### src/rtl/unpacked_array_event_counter.sv
// Per-lane rising-edge event counter with saturating counts,
// published on unpacked arrays through a four-phase snapshot handshake.
module unpacked_array_event_counter #(
    parameter int M  = 2,
    parameter int CW = 8
) (
    input  logic          clock,
    input  logic          reset,
    input  logic          d [M],
    input  logic          clear,
    input  logic          snap_req,
    output logic          snap_ack,
    output logic [CW-1:0] count [M],
    output logic          ovf [M],
    output logic          any_event
);

    typedef enum logic {
        IDLE,
        ACK
    } state_t;

    localparam logic [CW-1:0] CMAX = {CW{1'b1}};

    state_t        state;
    state_t        state_nx;
    logic          capture;
    logic          d_q  [M];
    logic [CW-1:0] cnt  [M];
    logic          sat  [M];
    logic          rise [M];
    logic          any_rise;

    always_comb begin
        any_rise = 1'b0;
        for (int i = 0; i < M; i++) begin
            rise[i]  = d[i] & ~d_q[i];
            any_rise = any_rise | rise[i];
        end
    end

    always_comb begin
        state_nx = state;
        capture  = 1'b0;
        unique case (state)
            IDLE: begin
                if (snap_req) begin
                    capture  = 1'b1;
                    state_nx = ACK;
                end
            end
            ACK: begin
                if (!snap_req) begin
                    state_nx = IDLE;
                end
            end
            default: state_nx = IDLE;
        endcase
    end

    always_ff @(posedge clock) begin
        if (reset) begin
            state <= IDLE;
        end else begin
            state <= state_nx;
        end
    end

    assign snap_ack = (state == ACK);

    always_ff @(posedge clock) begin
        if (reset) begin
            any_event <= 1'b0;
        end else begin
            any_event <= any_rise;
        end
    end

    // Capture reads the register values at the edge, so a same-cycle
    // clear or increment is not visible in the published snapshot.
    always_ff @(posedge clock) begin
        for (int i = 0; i < M; i++) begin
            if (reset) begin
                d_q[i]   <= 1'b0;
                cnt[i]   <= '0;
                sat[i]   <= 1'b0;
                count[i] <= '0;
                ovf[i]   <= 1'b0;
            end else begin
                d_q[i] <= d[i];
                if (clear) begin
                    cnt[i] <= '0;
                    sat[i] <= 1'b0;
                end else if (rise[i]) begin
                    if (cnt[i] != CMAX) begin
                        cnt[i] <= cnt[i] + 1'b1;
                    end else begin
                        sat[i] <= 1'b1;
                    end
                end
                if (capture) begin
                    count[i] <= cnt[i];
                    ovf[i]   <= sat[i];
                end
            end
        end
    end

endmodule
### config.mk
export PLATFORM = sky130hd
export DESIGN_NAME = unpacked_array_event_counter
export DESIGN_NICKNAME = d
export VERILOG_FILES = /design/src/rtl/unpacked_array_event_counter.sv
export SDC_FILE = /design/constraint.sdc
export NUM_CORES = 1
export LEC_CHECK = 0
export BUFFER_PORTS_ARGS = -buffer_cell sky130_fd_sc_hd__buf_2
export CORE_MARGIN = 5
export CORE_UTILIZATION = 50
export DETAILED_ROUTE_END_ITERATION = 10
export PLACE_DENSITY = 0.71
export SLEW_MARGIN = 0
export SYNTH_ARGS = -nofsm -noshare
export SYNTH_HDL_FRONTEND = slang
export SYNTH_SLANG_ARGS = --single-unit
### constraint.sdc
create_clock -name clock -period 1.89 [get_ports clock]
set_input_delay 0.0945 -clock clock [delete_from_list [all_inputs] [get_ports clock]]
set_output_delay 0.0945 -clock clock [all_outputs]
set_load 0.02 [all_outputs]
[Word level (Yosys, flattened, before mapping)]
Memories as Yosys holds them, arrays and structs flattened. A register that Yosys moved wholly into a read port is not among the register bits.
Index checks and enable logic that the tools add are counted.
Word-level totals
  output and inout port bits: 20
  register bits after elaboration: 18
  memories: 3
  bits in writable memories: 20
Cells by class
  bitwise operators: 15
  equal/unequal tests: 2
  add/sub/neg operators: 2
  muxes and demuxes: 38
Memories
  cnt: depth 2, width 8, read ports 2, clocked after memory_dff 0, write ports 2, RTL line 29  | logic [CW-1:0] cnt [M];
  d_q: depth 2, width 1, read ports 2, clocked after memory_dff 0, write ports 2, RTL line 28  | logic d_q [M];
  sat: depth 2, width 1, read ports 2, clocked after memory_dff 2, write ports 2, RTL line 30  | logic sat [M];
Operators by type and width (number)
  $mux 1: 34
  $mux 8: 4
  $add 8x1->8 const B: 2
  $ne 8x8->1 const B: 2
  $or 1x1->1: 11
  $and 1x1->1: 2
  $not 1->1: 2

[Logic depth before layout (Yosys ltp)]
Gate-level depths: netlist of the first run.
  word-level depth: 7
  depth in mapped cells: 5
  depth with buffers taken out: 4

[Least setup slack after synthesis of the first run]
Ideal clock, no wire load.
  kind: register to register
  start point: memory d_q[1]
  end point: memory cnt[1][0] (enable)
  library setup time: 0.329 ns
  arrival: 1.366 ns
  path buffers: 1
  data required time: 1.561 ns
  cell stages (with the launch flop): 5
  setup slack: 0.195 ns
  path through: dfxtp_1 -> or4b_4 -> buf_6 -> a41o_4 -> nand2_1
RTL lines (RTL line)
  start, declared: 28
  end, declared: 29

==> impl_results.md, run 1 <==
* # rows at 21
* Fraction of layout instances using a drive strength above 1 at 0.2103
* Setup-failing EPs final at 0
* Least-Margin Pin Slew at 0.6015 ns
* Vias/cell at 5.185
* Root Buffer: clkbuf_4
* Mapped Cells at 179
* Post-synth net total at 187
* Antenna violations before repair at 0
* Crit path capture type: flop
* Post-synthesis sequential area ratio at 0.5681
* IO buf count at 25
* Hold Path Class: in -> reg
* CP arrival at 1.81 ns
* Final Hold Fails at 0
* Tcrit/Tclk final at 0.9476
* Clock Sinks at 40
* Initial DRC count at 74
* Total length of routed wires at 3382 um
* Clk buf depth at 2
* HPWL after DPL at 2469 um
* Clock Skew at 0.008127 ns
* DRC errors left at 0
* Max-cap violations at 0
* Crit path launch type: input port
* Worst setup margin at 0.09908 ns
* Die height at 68.77 um
* Mean area per synthesized cell at 9.646 um^2
* Pins Over Slew Limit at 0
* Setup CP Type: in -> reg
* Clock buffer count from CTS at 5
* Critical Path RT at 1.91 ns
* # Post-CTS Setup Buffers at 0
* Core ar. at 3337 um^2
* Setup TNS at 0 ns
* Area Growth Syn to Fin at 16.38%
* First-pass GRT wire length at 5368 um
* GRT Overall Usage at 0.1541
* Ant diodes at 0
* Synthesis-stage register bit count at 40
* Hold WS at 0.1428 ns
* Slew margin rel. at 0.5990
* Die area at 4729 um^2
* Placer Congestion at 0.8836
* Antenna Nets Post-Route at 0
* Max FO, Critical Path at 8
* Initial core utilization at 0.5174
* Routed len/inst at 13.01 um
* Nets at 221
* P_leak at 0.7594 nW
* CTS tree: yes
* Vias in the first global route at 1,218
* Clk_lat worst skew at 0.34 ns
* Final min period at 1.791 ns
* Clock transition at path regs at 0.11 ns
* Highest Clock Rate at 558.4 MHz
* Gr ovfl total at 0
* RSZ-0062 raised after global routing: false
* I/O pin count at 26
* DR vias at 1,348
* Synth warn at 0
* Worst VDD drop at 0.4077 mV
* Die span in x at 68.77 um
* Yosys cell types at 34
* Outcome: completed
* Pin count of the biggest net entering global routing at 20
* Dpl ws at 0.1515 ns
* Number of H-tree levels at 2
* Post-Syn Area at 1727 um^2
* Drt first pass iters at 4
* Power Density at 768.8 nW/um^2
-- flip-flops by register name, indices dropped and copies added (netlist names) --
name       cells
any_event      1
cnt           16
count         16
d_q            2
ovf            2
sat            2
snap_ack       1
-- final cells by class --
type / instances / area [um^2]
clock buffer: 7 / 45.04
clock inverter: 1 / 5.005
fill: 317 / 1328
inverter: 3 / 11.26
multi-input combinational: 127 / 691.9
sequential: 40 / 980.9
tap: 46 / 57.56
timing repair buffer: 36 / 217.7
-- worst max-delay path, cell delays in order --
cell	delay, ns
dlygate4sd3_1	0.52
buf_2	0.11
or4b_4	0.51
a41o_4	0.30
nand2_1	0.27
-- per-stage QoR --
step / total power, W / std cells / utilization / instance area (um^2)
floorplan: 0.001092 / 179 / - / 1727
global placement: 0.001141 / 248 / 0.5752 / 1919
detailed placement: 0.001149 / 248 / 0.5752 / 1919
CTS: 0.001560 / 260 / 0.6022 / 2009
global route: 0.001619 / 260 / 0.6022 / 2009
finish: 0.001545 / 260 / 0.6022 / 2009
-- power breakdown --
group | switching [W] | leakage (nW) | internal, W
sequential | 0.0000352 | 0.381 | 0.000944
clock | 0.000264 | 0.0293 | 0.000145
combinational | 0.0000958 | 0.349 | 0.0000605
total | 0.000395 | 0.759 | 0.00115
-- cells in the final DEF, fill, tap and decap left out, types with 3 or more instances in the layout --
cell	count
nand2b_1	5
edfxtp_1	18
nand2_1	46
a21oi_1	24
nand3_1	6
dlygate4sd3_1	4
clkbuf_4	5
inv_1	3
nor2_2	3
o21ai_0	4
xor2_1	3
dfxtp_1	22
nor2_1	7
buf_4	7
buf_2	25
nor2b_1	4
or3_1	4
-- final timing paths --
kind	startpoint	to	slack [ns]	cells after the start
worst max-delay path	d[0]	cnt[1][0]$_SDFFCE_PN0P_	0.1	5
worst min-delay path	clear	sat[0]$_DFFE_PP_	0.14	3
worst max register to register	cnt[0][1]$_SDFFCE_PN0P_	cnt[0][7]$_SDFFCE_PN0P_	0.15	4
worst min register to register	count[8]$_SDFFE_PP0P_	count[8]$_SDFFE_PP0P_	0.46	2
-- metal layers --
| metal | share of wire | up-vias | wire (um) | track usage |
|---|---|---|---|---|
| met5 | 0 | - | 0 | 0 |
| met4 | 0.014 | 0 | 46 | 0.05109 |
| met3 | 0.061 | 6 | 205 | 0.04862 |
| met2 | 0.45 | 33 | 1531 | 0.2443 |
| met1 | 0.47 | 619 | 1599 | 0.1994 |
| li1 | - | 690 | - | - |
-- cell families after synthesis --
logic type                 synth area share
and+or+nand+nor                      0.2312
adders and majority gates           0.01449
xor gates and xnor gates            0.02537
AOI/OAI and AO/OA                    0.1297
DFF                                  0.5681
buffers and inverters               0.03116
-- Yosys cell counts --
master | count | share of area
nand4b_1 | 1 | 0.0051
a41oi_1 | 1 | 0.0051
buf_6 | 1 | 0.0065
o31ai_1 | 2 | 0.0087
ha_1 | 2 | 0.014
buf_2 | 1 | 0.0029
nor3_2 | 1 | 0.0058
nand4_1 | 1 | 0.0036
nand3_1 | 6 | 0.017
nand2_1 | 46 | 0.10
a41o_4 | 1 | 0.012
nor3_1 | 1 | 0.0029
nor2_1 | 7 | 0.015
dfxtp_1 | 22 | 0.26
inv_1 | 3 | 0.0065
or4b_1 | 1 | 0.0058
or4b_4 | 1 | 0.0080
nor2b_1 | 4 | 0.014
a311oi_1 | 1 | 0.0051
a21oi_2 | 1 | 0.0051
a31oi_1 | 1 | 0.0036
o21ai_0 | 4 | 0.012
xor2_1 | 3 | 0.015
o211ai_1 | 1 | 0.0043
xnor2_1 | 2 | 0.010
nand2b_1 | 5 | 0.018
or3_1 | 4 | 0.014
o21bai_1 | 1 | 0.0043
nor2_2 | 3 | 0.011
a21oi_1 | 24 | 0.070
or4_1 | 1 | 0.0043
edfxtp_1 | 18 | 0.31
and4_1 | 1 | 0.0051
clkbuf_1 | 7 | 0.015
-- timing repair --
action / in CTS / in global routing
hold buffers: 4 / 0
resized for setup: 0 / 0
hold endpoints to repair: 4 / 0
No activity file was read; power rests on OpenSTA's default activity.
==> inputs of run 2 (changes only) <==
- clock period: 1.89 -> 1.9 ns (I/O delays scaled with it)
==> impl_results.md, run 2 (synthesized netlist as in run 1, its figures left out) <==
* Power Density at 761.4 nW/um^2 (-0.97%)
* Reg2Reg Setup Slack at 0.14 ns (about the same)
* CP arrival at 1.78 ns (-0.03 ns)
* Clock buffer count from CTS at 5 (unchanged)
* CTS tree: yes
* Setup TNS at 0 ns (unchanged)
* Crit path launch type: flop
* # rows at 21 (unchanged)
* Placer Congestion at 0.8746 (-1.0%)
* DR vias at 1,352 (+0.30%)
* Final core utilization at 0.6022 (unchanged)
* RSZ-0062 raised after global routing: false
* Die span in x at 68.77 um (unchanged)
* Worst VDD drop at 0.4260 mV (+4.5%)
* First-pass GRT wire length at 5609 um (+4.5%)
* Nets at 221 (unchanged)
* Commonest cells after routing, fill and taps aside: 46 x nand2_1, 25 x buf_2, 24 x a21oi_1
* WP buf/inv at 0 (-2)
* Post-cts sizing count at 0 (unchanged)
* Root Buffer: clkbuf_4
* Least-Margin Pin Slew at 0.5935 ns (-0.008070 ns)
* # Post-CTS Setup Buffers at 0 (unchanged)
* Outcome: completed
* Die height at 68.77 um (unchanged)
* Max FO, Critical Path at 8 (unchanged)
* P_leak at 0.7608 nW (+0.18%)
* Final Hold Fails at 0 (unchanged)
* Antenna Nets Post-Route at 0 (unchanged)
* Sw frac at 0.2520 (-0.003579)
* Reg2Reg Depth at 4 (unchanged)
* Clock transition at path regs at 0.11 ns (about the same)
* Largest regs: cnt (16), count (16)
* Area Growth Syn to Fin at 16.38% (unchanged)
* Hold Path Depth at 3 (unchanged)
* Total length of routed wires at 3437 um (+1.6%)
* Clk buf depth at 2 (unchanged)
* GRT Overall Usage at 0.1632 (+0.009072)
* Clock Skew at 0.01022 ns (+0.002098 ns)
* Drt first pass iters at 4 (unchanged)
* Antenna violations before repair at 0 (unchanged)
* Slew margin rel. at 0.6044 (+0.005380)
* IO buf count at 25 (unchanged)
* Vias in the first global route at 1,223 (+0.41%)
* Tcrit/Tclk final at 0.9255
* Pins Over Slew Limit at 0 (unchanged)
* Core ar. at 3337 um^2 (unchanged)
* Setup-failing EPs final at 0 (unchanged)
* Largest delay share family, worst path: simple AND/OR/NAND/NOR gates
* Critical Path RT at 1.93 ns (+0.02 ns)
* Commonest non-fill, non-tap cell in the layout: nand2_1
* Number of H-tree levels at 2 (unchanged)
* I/O pin count at 26 (unchanged)
* CTS Hold Bufs at 4 (unchanged)
* Gr ovfl total at 0 (unchanged)
* Fraction of layout instances using a drive strength above 1 at 0.2103 (unchanged)
* CP max-delay cell: edfxtp_1
* Clk pwr share at 0.261 (-0.004)
* DRC errors left at 0 (unchanged)
* Final min period at 1.758 ns
* Initial core utilization at 0.5174 (unchanged)
* Ant diodes at 0 (unchanged)
* Comb power frac at 0.102 (about the same)
* Clk_lat worst skew at 0.34 ns (about the same)
* Crit path capture type: flop
* Max-cap violations at 0 (unchanged)
* Setup CP Type: reg -> reg
* CP max stage delay at 0.46 ns (-0.06 ns)
* Clock Sinks at 40 (unchanged)
* Crit-path cells: ha_1 > nand3_1 > o21bai_1 > nand2_1
* Share of power burned in registers at 0.637 (+0.003)
* Highest Clock Rate at 568.7 MHz
* Sw power at 0.0003855 W (-2.4%)
* HPWL after DPL at 2504 um (+1.4%)
* Routed len/inst at 13.22 um (+1.6%)
* P_int at 0.001144 W (-0.50%)
* CP Depth at 4 (-1)
* Die area at 4729 um^2 (unchanged)
* Vias/cell at 5.200 (+0.30%)
* Pin count of the biggest net entering global routing at 20 (unchanged)
* Initial DRC count at 67 (-9.5%)
* Hold WS at 0.03236 ns (-0.1104 ns)
* Hold Path Class: in -> reg
run 2: cell counts in the layout (fill, tap and decap cells not counted):
No cell type changed its count.
run 2: worst register-to-register path: stages, from the launching register on:
cell and delay, ns:
edfxtp_1 0.46, ha_1 0.26, nand3_1 0.22, o21bai_1 0.25
nand2_1 0.26
run 2: path summary, 6_finish.rpt:
check                           from                      end
max          cnt[0][1]$_SDFFCE_PN0P_  cnt[0][0]$_SDFFCE_PN0P_
min                             d[0]     any_event$_SDFF_PP0_
max reg2reg  cnt[0][1]$_SDFFCE_PN0P_  cnt[0][0]$_SDFFCE_PN0P_
min reg2reg    count[4]$_SDFFE_PP0P_    count[4]$_SDFFE_PP0P_
run 2: power by group through the flow:
stage	combinational (W)	sequential, W	clock [W]
floorplan	0.0000804	0.00101	0
global placement	0.000145	0.000990	0
detailed placement	0.000151	0.000993	0
CTS	0.000158	0.000974	0.000413
global route	0.000176	0.000980	0.000461
finish	0.000156	0.000974	0.000400
run 2: final cells by class:
cell class,instances,area (um^2)
clock buffer,7,45.04
clock inverter,1,5.005
fill,315,1328
inverter,3,11.26
multi-input combinational,127,691.9
sequential,40,980.9
tap,46,57.56
timing repair buffer,36,217.7
run 2: metal layers:
layer,vias to the layer above,global-route usage,share of wire
met5,-,0,0
met4,0,0.04380,0.0099
met3,4,0.04862,0.074
met2,43,0.2646,0.47
met1,614,0.2124,0.45
li1,691,-,-
run 2: per-stage QoR:
stage	worst slack [ns]	instances	cell area (um^2)	total power, W
finish	0.1416	260	2009	0.001530
global route	0.02494	260	2009	0.001617
global placement	0.2020	248	1919	0.001135
detailed placement	0.1491	248	1919	0.001143
floorplan	0.2051	179	1727	0.001086
CTS	0.1342	260	2009	0.001544
